--- config.mk ---
export PLATFORM = sky130hd
export DESIGN_NAME = sum_select_stage
export DESIGN_NICKNAME = d
export VERILOG_FILES = /design/src/rtl/sum_inc_pkg.sv /design/src/rtl/sum_select_stage_pipe_slice.sv /design/src/rtl/sum_select_stage.sv
export SDC_FILE = /design/constraint.sdc
export NUM_CORES = 1
export LEC_CHECK = 0
export BUFFER_PORTS_ARGS = -buffer_cell sky130_fd_sc_hd__buf_2
export CAP_MARGIN = 20
export CORE_UTILIZATION = 53
export CTS_CLUSTER_SIZE = 40
export DETAILED_ROUTE_END_ITERATION = 12
export HOLD_SLACK_MARGIN = 0.03
export PLACE_DENSITY = 0.78
export REMOVE_ABC_BUFFERS = 1
export SETUP_SLACK_MARGIN = 0.15
export SLEW_MARGIN = 10
export SYNTH_ARGS = -nofsm -noshare
export SYNTH_HDL_FRONTEND = slang
export SYNTH_SLANG_ARGS = --single-unit
--- constraint.sdc ---
create_clock -name clk -period 1.6 [get_ports clk]
set_input_delay 0.24 -clock clk [delete_from_list [all_inputs] [get_ports clk]]
set_output_delay 0.24 -clock clk [all_outputs]
set_load 0.005 [all_outputs]
--- src/rtl/sum_inc_pkg.sv ---
// Shared types and carry-select helper for the sum/increment adder output stage.
package sum_inc_pkg;

  localparam int unsigned SUM_W_DEFAULT = 16;
  localparam int unsigned SUM_W_MAX     = 64;

  typedef struct packed {
    logic [SUM_W_DEFAULT-1:0] h;
    logic [SUM_W_DEFAULT-1:0] g;
    logic [SUM_W_DEFAULT-1:0] x;
    logic                     inc;
  } pfx_word_t;

  // Carry into bit i selects between G[i-1:0] (A+B) and G|X (A+B+1); bit WIDTH is cout.
  function automatic logic [SUM_W_MAX:0] sel_carry(input logic [SUM_W_MAX-1:0] g,
                                                   input logic [SUM_W_MAX-1:0] x,
                                                   input logic                 inc);
    logic [SUM_W_MAX:0] c;
    c[0] = inc;
    for (int unsigned i = 1; i <= SUM_W_MAX; i++) begin
      c[i] = g[i-1] | (inc & x[i-1]);
    end
    return c;
  endfunction

endpackage

--- src/rtl/sum_select_stage_pipe_slice.sv ---
// One valid/ready register slice with a parameterised payload width.
module pipe_slice #(
  parameter int unsigned W = 8
) (
  input  logic         clk,
  input  logic         rst,
  input  logic         in_valid,
  output logic         in_ready,
  input  logic [W-1:0] in_data,
  output logic         out_valid,
  input  logic         out_ready,
  output logic [W-1:0] out_data
);

  assign in_ready = !out_valid | out_ready;

  always_ff @(posedge clk) begin
    if (rst) begin
      out_valid <= 1'b0;
      out_data  <= '0;
    end else if (in_ready) begin
      out_valid <= in_valid;
      if (in_valid) out_data <= in_data;
    end
  end

endmodule

--- src/rtl/sum_select_stage.sv ---
// Kogge-Stone sum/increment output stage: two-slice pipeline, S1 holds prefix word, S2 holds result.
// Optional signed-overflow output enabled by defining SUM_SEL_OVF_EN.
module sum_select_stage
  import sum_inc_pkg::*;
#(
  parameter int unsigned WIDTH = SUM_W_DEFAULT
) (
  input  logic             clk,
  input  logic             rst,
  input  logic             in_valid,
  output logic             in_ready,
  input  logic [WIDTH-1:0] in_h,
  input  logic [WIDTH-1:0] in_g,
  input  logic [WIDTH-1:0] in_x,
  input  logic             in_inc,
  output logic             out_valid,
  input  logic             out_ready,
  output logic [WIDTH-1:0] out_sum,
  output logic             out_cout,
  output logic             out_ovf
);

  // Same field layout as pfx_word_t, sized by this instance's WIDTH.
  typedef struct packed {
    logic [WIDTH-1:0] h;
    logic [WIDTH-1:0] g;
    logic [WIDTH-1:0] x;
    logic             inc;
  } s1_word_t;

  localparam int unsigned S1_W = 3 * WIDTH + 1;
`ifdef SUM_SEL_OVF_EN
  localparam int unsigned S2_W = WIDTH + 2;
`else
  localparam int unsigned S2_W = WIDTH + 1;
`endif

  s1_word_t           s1_in;
  s1_word_t           s1_q;
  logic               s1_valid;
  logic               s2_ready;
  logic [SUM_W_MAX:0] carry_full;
  logic [WIDTH:0]     c;
  logic [WIDTH-1:0]   sum;
  logic [S2_W-1:0]    s2_d;
  logic [S2_W-1:0]    s2_q;
  logic               unused_carry;

  assign s1_in = '{h: in_h, g: in_g, x: in_x, inc: in_inc};

  pipe_slice #(.W(S1_W)) u_s1 (
    .clk       (clk),
    .rst       (rst),
    .in_valid  (in_valid),
    .in_ready  (in_ready),
    .in_data   (s1_in),
    .out_valid (s1_valid),
    .out_ready (s2_ready),
    .out_data  (s1_q)
  );

  assign carry_full   = sel_carry(SUM_W_MAX'(s1_q.g), SUM_W_MAX'(s1_q.x), s1_q.inc);
  assign c            = carry_full[WIDTH:0];
  assign unused_carry = ^carry_full[SUM_W_MAX:WIDTH+1];
  assign sum          = s1_q.h ^ c[WIDTH-1:0];

`ifdef SUM_SEL_OVF_EN
  assign s2_d = {sum, c[WIDTH], c[WIDTH-1] ^ c[WIDTH]};
  assign {out_sum, out_cout, out_ovf} = s2_q;
`else
  assign s2_d = {sum, c[WIDTH]};
  assign {out_sum, out_cout} = s2_q;
  assign out_ovf = 1'b0;
`endif

  pipe_slice #(.W(S2_W)) u_s2 (
    .clk       (clk),
    .rst       (rst),
    .in_valid  (s1_valid),
    .in_ready  (s2_ready),
    .in_data   (s2_d),
    .out_valid (out_valid),
    .out_ready (out_ready),
    .out_data  (s2_q)
  );

endmodule

==> flow_summary.toml, run 1 <==
[status]
status = "complete, no violations"

[synthesis]
synth_enable_flop_cells = 0
yosys.area.top_type = "dfxtp_1"
synth_top_area_frac = 0.450
synth_adder_area_share = 0
synth_flop_cell = "dfxtp_1"
ys_top_cells_by_area = "dfxtp_1, nand2b_1, mux2i_1"
synth-seq-area-share = 0.450
yosysWarnings = 0
synth_top_family_by_area = "simple AND/OR/NAND/NOR gates"
synth_seq_cells = 68
avgSynthCellArea_um2 = 10.1
muxShareOfSynthArea = 0.162
syn_inst = 299
synthesis.area_mm2 = 0.00303
synth.distinct_cells = 18
synthXorXnorAreaFrac = 0.0463
yosys-top-cells-count = "nand2b_1, dfxtp_1, mux2i_1, a21oi_1, xnor2_1"
yosys.area_share.simple = 0.217
synth_compound_area_frac = 0.0872
synth.most_common_cell = "nand2b_1"
synthArstFlopShare = 0

[global_routing]
grt_max_degree = 104
grt_pass1_wl_um = 9270
antenna_found_initial = 0
overflow = 0
grt_pass1_vias = 2056
track_usage = 0.202

[final_layout]
syn_to_final_growth_pct = 21.2
n_fill_cell = 460
fin_nets = 422
finalNonFillerCells = 445
final_layout_size_suffix_gt1_frac = 0.268
n_antenna_cell = 0

[sta]
slew_headroom = 0.549
skew_ns = 0.00776
rsz0062_at_grt = "true"
fmax_ghz = 0.712
worst_pin_slew_ns = 0.677
finalSetupTns_ns = 0
period_minus_slack_ns = 1.40
hold_ws_ns = 0.150
hold_viol = 0
drv_slew = 0
setup_viol = 0
post-route-period-util = 0.878

[worst_setup_path]
crit_chain = "nor2b_4, buf_6, nand2_2, buf_2"
regToRegStartpoint = "u_s2.out_valid"
crit_family = "flip-flops"
crit_arrival_ns = 1.16
slowest_delay_ns = 0.33
cp_slowest_cell = "dfxtp_2"
crit_path_start_kind = "register"
cp_num_buf_inv = 2
rr_worst_depth = 5
path_depth = 4
cp-end-kind = "output port"
crit_fanout = 4
regToRegEndpoint = "u_s1.out_data[46]"
crit_required_ns = 1.36
crit_type = "reg -> out"
r2r_slack_ns = 0.23

[pwr]
power.density_mw_per_mm2 = 969
p_leak_nw = 1.63
power_frac_comb = 0.134
internal-power_w = 0.00270
ir_worst_vdd_mv = 0.669
p_seq_frac = 0.522
clkPwrFrac = 0.344
switching_share = 0.241
p_switching_w = 0.000856

[min_path]
min_path_cells = 3
hold_path_end = "u_s1.out_data[36]"
hp-start = "in_h[3]"
hold_path.class = "in -> reg"

[clock_tree]
numCtsBuffers = 9
htreeDepth = 3
post_cts_buffers = 0
tritoncts = "done"
cts_buffer_depth = 2
path_clk_slew_ns = 0.07
insertion_delay_ns = 0.34
cts_root_buf = "clkbuf_8"
cts_sinks = 68

[die]
die-area_mm2 = 0.00602
die-width_um = 77.6
num_io_pins = 73
die_y_um = 77.6
rows = 27
initial_utilization = 0.550
core_area_mm2 = 0.00551

[routing]
wire_per_inst_um = 12.7
drt_iter0_markers = 100
dr.pass1.iters = 4
routed_via_density = 4.87
ant_nets = 0
drc = 0
routed_wl_um = 5660
vias = 2168

[flow_run]
max-cap-violations = 0

[place]
numPortBuffers = 71
place_congestion = 0.707
dpl.cell_count = 430
hpwl_um = 3670
-- cells by family (layout without fill, tap and decap cells) --
family                    Yosys count  after routing
and+or+nand+nor                   105            105
DFF                                68             68
muxes                              49             49
AOI/OAI and AO/OA                  38             38
buffers and inverters              22             96
xor gates and xnor gates           16             16
other                               1              1
-- power by group through the flow --
| stage | combinational (W) | sequential, W | clock (W) |
|---|---|---|---|
| final | 0.000475 | 0.00186 | 0.00122 |
| after global routing | 0.000525 | 0.00187 | 0.00133 |
| after CTS | 0.000481 | 0.00186 | 0.00126 |
| after detailed placement | 0.000475 | 0.00189 | 0 |
| after global placement | 0.000465 | 0.00189 | 0 |
| after floorplan | 0.000283 | 0.00189 | 0 |
-- per-layer routing --
metal / track usage / part of all wire
met1: 0.250 / 0.48
met2: 0.314 / 0.43
met3: 0.0706 / 0.067
met4: 0.0906 / 0.016
met5: 0 / 0
-- cells in the final DEF (no fill, tap or decap) --
master and instances:
conb_1 1, buf_4 6, a21boi_4 1, nor2_1 3, a21oi_1 19, xnor2_1 16, a22o_1 15, clkbuf_1 2
buf_2 71, buf_12 3, nand2b_1 99, nor2b_4 1, buf_6 1, clkinv_2 2, mux2i_1 49, a311oi_1 2
dfxtp_1 67, nand2_2 1, clkbuf_8 11, nor3b_4 1, dfxtp_2 1, a21oi_2 1
-- tightest hold or removal path, delay by kind of cell --
family / cells / cell delay, ns
buffers and inverters: 1 / 0.09
multiplexers: 1 / 0.06
AND/OR/NAND/NOR: 1 / 0.05
-- registers in the layout (all words and copies together), names as in the netlist --
register	flops
u_s1.out_data	49
u_s2.out_valid	1
u_s2.out_data	17
u_s1.out_valid	1
-- worst max path at each step --
stage / end / start / slack, ns
6_report: in_ready / u_s2.out_valid / 0.20
5_1_grt: in_ready / u_s2.out_valid / 0.15
4_1_cts: in_ready / u_s2.out_valid / 0.17
3_5_place_dp: u_s2.out_data[15] / u_s2.out_valid / -0.04
3_3_place_gp: u_s2.out_data[15] / u_s2.out_valid / 0.05
2_1_floorplan: u_s1.out_data[0] / u_s1.out_valid / -1.23
-- stage by stage --
stage / utilization / power [W] / setup WS, ns / area (um2)
floorplan: - / 0.00217 / -1.23 / 2920
global placement: 0.632 / 0.00236 / 0.0503 / 3480
detailed placement: 0.632 / 0.00237 / -0.0396 / 3480
CTS: 0.666 / 0.00360 / 0.174 / 3670
global route: 0.666 / 0.00372 / 0.147 / 3670
finish: 0.666 / 0.00355 / 0.195 / 3670
-- what timing repair did --
action / in CTS / in global routing
gates resized for setup: 4 / 1
hold buffers: 0 / 0
endpoints found under the setup margin: 17 / 1
-- area by class of cell --
type / count / area (um2) / area share
Clock inverter: 2 / 10.0 / 0.00273
Sequential cell: 68 / 1360 / 0.371
Timing Repair Buffer: 81 / 472 / 0.129
Multi-Input combinational cell: 209 / 1580 / 0.429
Clock buffer: 13 / 159 / 0.0433
Tap cell: 72 / 90.1 / 0.0246
Power figures use the tool's default switching activity.
==> inputs of run 2 (changes only) <==
PLACE_DENSITY = 0.86   (was 0.78)
==> flow_summary.toml, run 2 (synthesis gave the netlist of run 1 again) <==
[sta]
finalSetupTns_ns = 0
fmax_ghz = 0.717
post-route-period-util = 0.872
drv_slew = 0
worst_pin_slew_ns = 0.689
hold_ws_ns = 0.147
setup_viol = 0
rsz0062_at_grt = "false"
skew_ns = 0.0113
period_minus_slack_ns = 1.40
slew_headroom = 0.540
worst_slack_ns = 0.205
hold_viol = 0

[place]
numPortBuffers = 71
dp_slack_ns = -0.00877
place_congestion = 0.731
dpl.cell_count = 429
hpwl_um = 3640

[clock_tree]
numCtsBuffers = 9
htreeDepth = 3
cts_buffer_depth = 2
insertion_delay_ns = 0.34
tritoncts = "done"
cts_sinks = 68
path_clk_slew_ns = 0.08
cts_root_buf = "clkbuf_8"

[die]
core_area_mm2 = 0.00551
rows = 27
die_y_um = 77.6
die-area_mm2 = 0.00602
initial_utilization = 0.550
num_io_pins = 73
die-width_um = 77.6

[routing]
wire_per_inst_um = 12.9
vias = 2225
drc = 0
dr.pass1.iters = 4
drt_iter0_markers = 116
ant_nets = 0
routed_wl_um = 5760
routed_via_density = 5.00

[final_layout]
reg.largest.list = "u_s1.out_data (49), u_s2.out_data (17)"
finalNonFillerCells = 445
syn_to_final_growth_pct = 22.0
layout_commonest_cell = "nand2b_1"
multi_input_area_mm2 = 0.00158
n_fill_cell = 430
n_antenna_cell = 0
mostFrequentLayoutCells = "nand2b_1, buf_2, dfxtp_1"
regMostFlops = "u_s1.out_data"
seq_area_mm2 = 0.00136
final_layout_size_suffix_gt1_frac = 0.273
fin_nets = 421
largest_reg_flops = 49

[worst_setup_path]
regToRegEndpoint = "u_s1.out_data[42]"
crit_fanout = 4
rr_worst_depth = 5
crit_family = "flip-flops"
crit_type = "reg -> out"
crit_chain = "nor2b_4, buf_6, nand2_2, buf_6"
slowest_delay_ns = 0.34
crit_top_cell = "buf_6"
crit_path_start_kind = "register"
crit_arrival_ns = 1.16
r2r_slack_ns = 0.21
regToRegStartpoint = "u_s2.out_valid"
cp_slowest_cell = "dfxtp_2"
cp-end-kind = "output port"
cp_num_buf_inv = 2
crit_required_ns = 1.36

[status]
status = "complete, no violations"

[min_path]
hold_path_end = "u_s1.out_data[22]"
hold_path.class = "in -> reg"
hp-start = "in_g[5]"
min_path_cells = 3

[global_routing]
track_usage = 0.208
antenna_found_initial = 0
overflow = 0
grt_pass1_wl_um = 9600
grt_pass1_vias = 2103
grt_max_degree = 104

[pwr]
p_leak_nw = 1.63
power.density_mw_per_mm2 = 1010
ir_worst_vdd_mv = 0.625

[flow_run]
max-cap-violations = 0
[run 2: final cells by class]
| cell class | instances | area share |
|---|---|---|
| clock buffer | 10 | 0.0373 |
| clock inverter | 6 | 0.0173 |
| multi-input combinational | 209 | 0.427 |
| sequential | 68 | 0.369 |
| tap | 72 | 0.0244 |
| timing repair buffer | 80 | 0.125 |
[run 2: metrics by stage]
stage,cell area [um2],power (W),utilization
2_1_floorplan,2920,0.00217,-
5_1_grt,3690,0.00390,0.670
6_report,3690,0.00374,0.670
4_1_cts,3670,0.00377,0.667
3_3_place_gp,3460,0.00235,0.628
3_5_place_dp,3460,0.00236,0.628
[run 2: where the power goes]
part	total [W]	switching (W)	internal [W]	leakage, nW
combinational	0.000472	0.000209	0.000262	0.972
clock	0.00141	0.000653	0.000758	0.0983
sequential	0.00186	0.0000598	0.00180	0.560
[run 2: worst max-delay path by stage]
stage,startpoint,to,slack [ns],depth (start not counted)
final,u_s2.out_valid,in_ready,0.20,4
after floorplan,u_s1.out_valid,u_s1.out_data[0],-1.23,2
after CTS,u_s2.out_valid,in_ready,0.12,4
after global placement,u_s2.out_valid,u_s2.out_data[15],0.01,3
after detailed placement,u_s2.out_valid,u_s2.out_data[15],-0.009,3
after global routing,u_s2.out_valid,in_ready,0.15,4
[run 2: layer usage]
metal	part of all wire	vias up	wire length, um	track usage
li1	-	1130	-	-
met1	0.46	1021	2680	0.254
met2	0.46	62	2640	0.331
met3	0.052	12	298	0.0647
met4	0.026	0	147	0.104
met5	0	-	0	0
[run 2: tightest hold or removal path, stage by stage]
cell	delay (ns)
buf_2	0.09
nand2b_1	0.06
mux2i_1	0.06
[run 2: timing repair]
item,4_1_cts,5_1_grt
gates cloned,0,0
resized for setup,2,5
buffers inserted,0,0
pin swaps,0,0
hold buffers,0,0
setup endpoints to repair,18,31
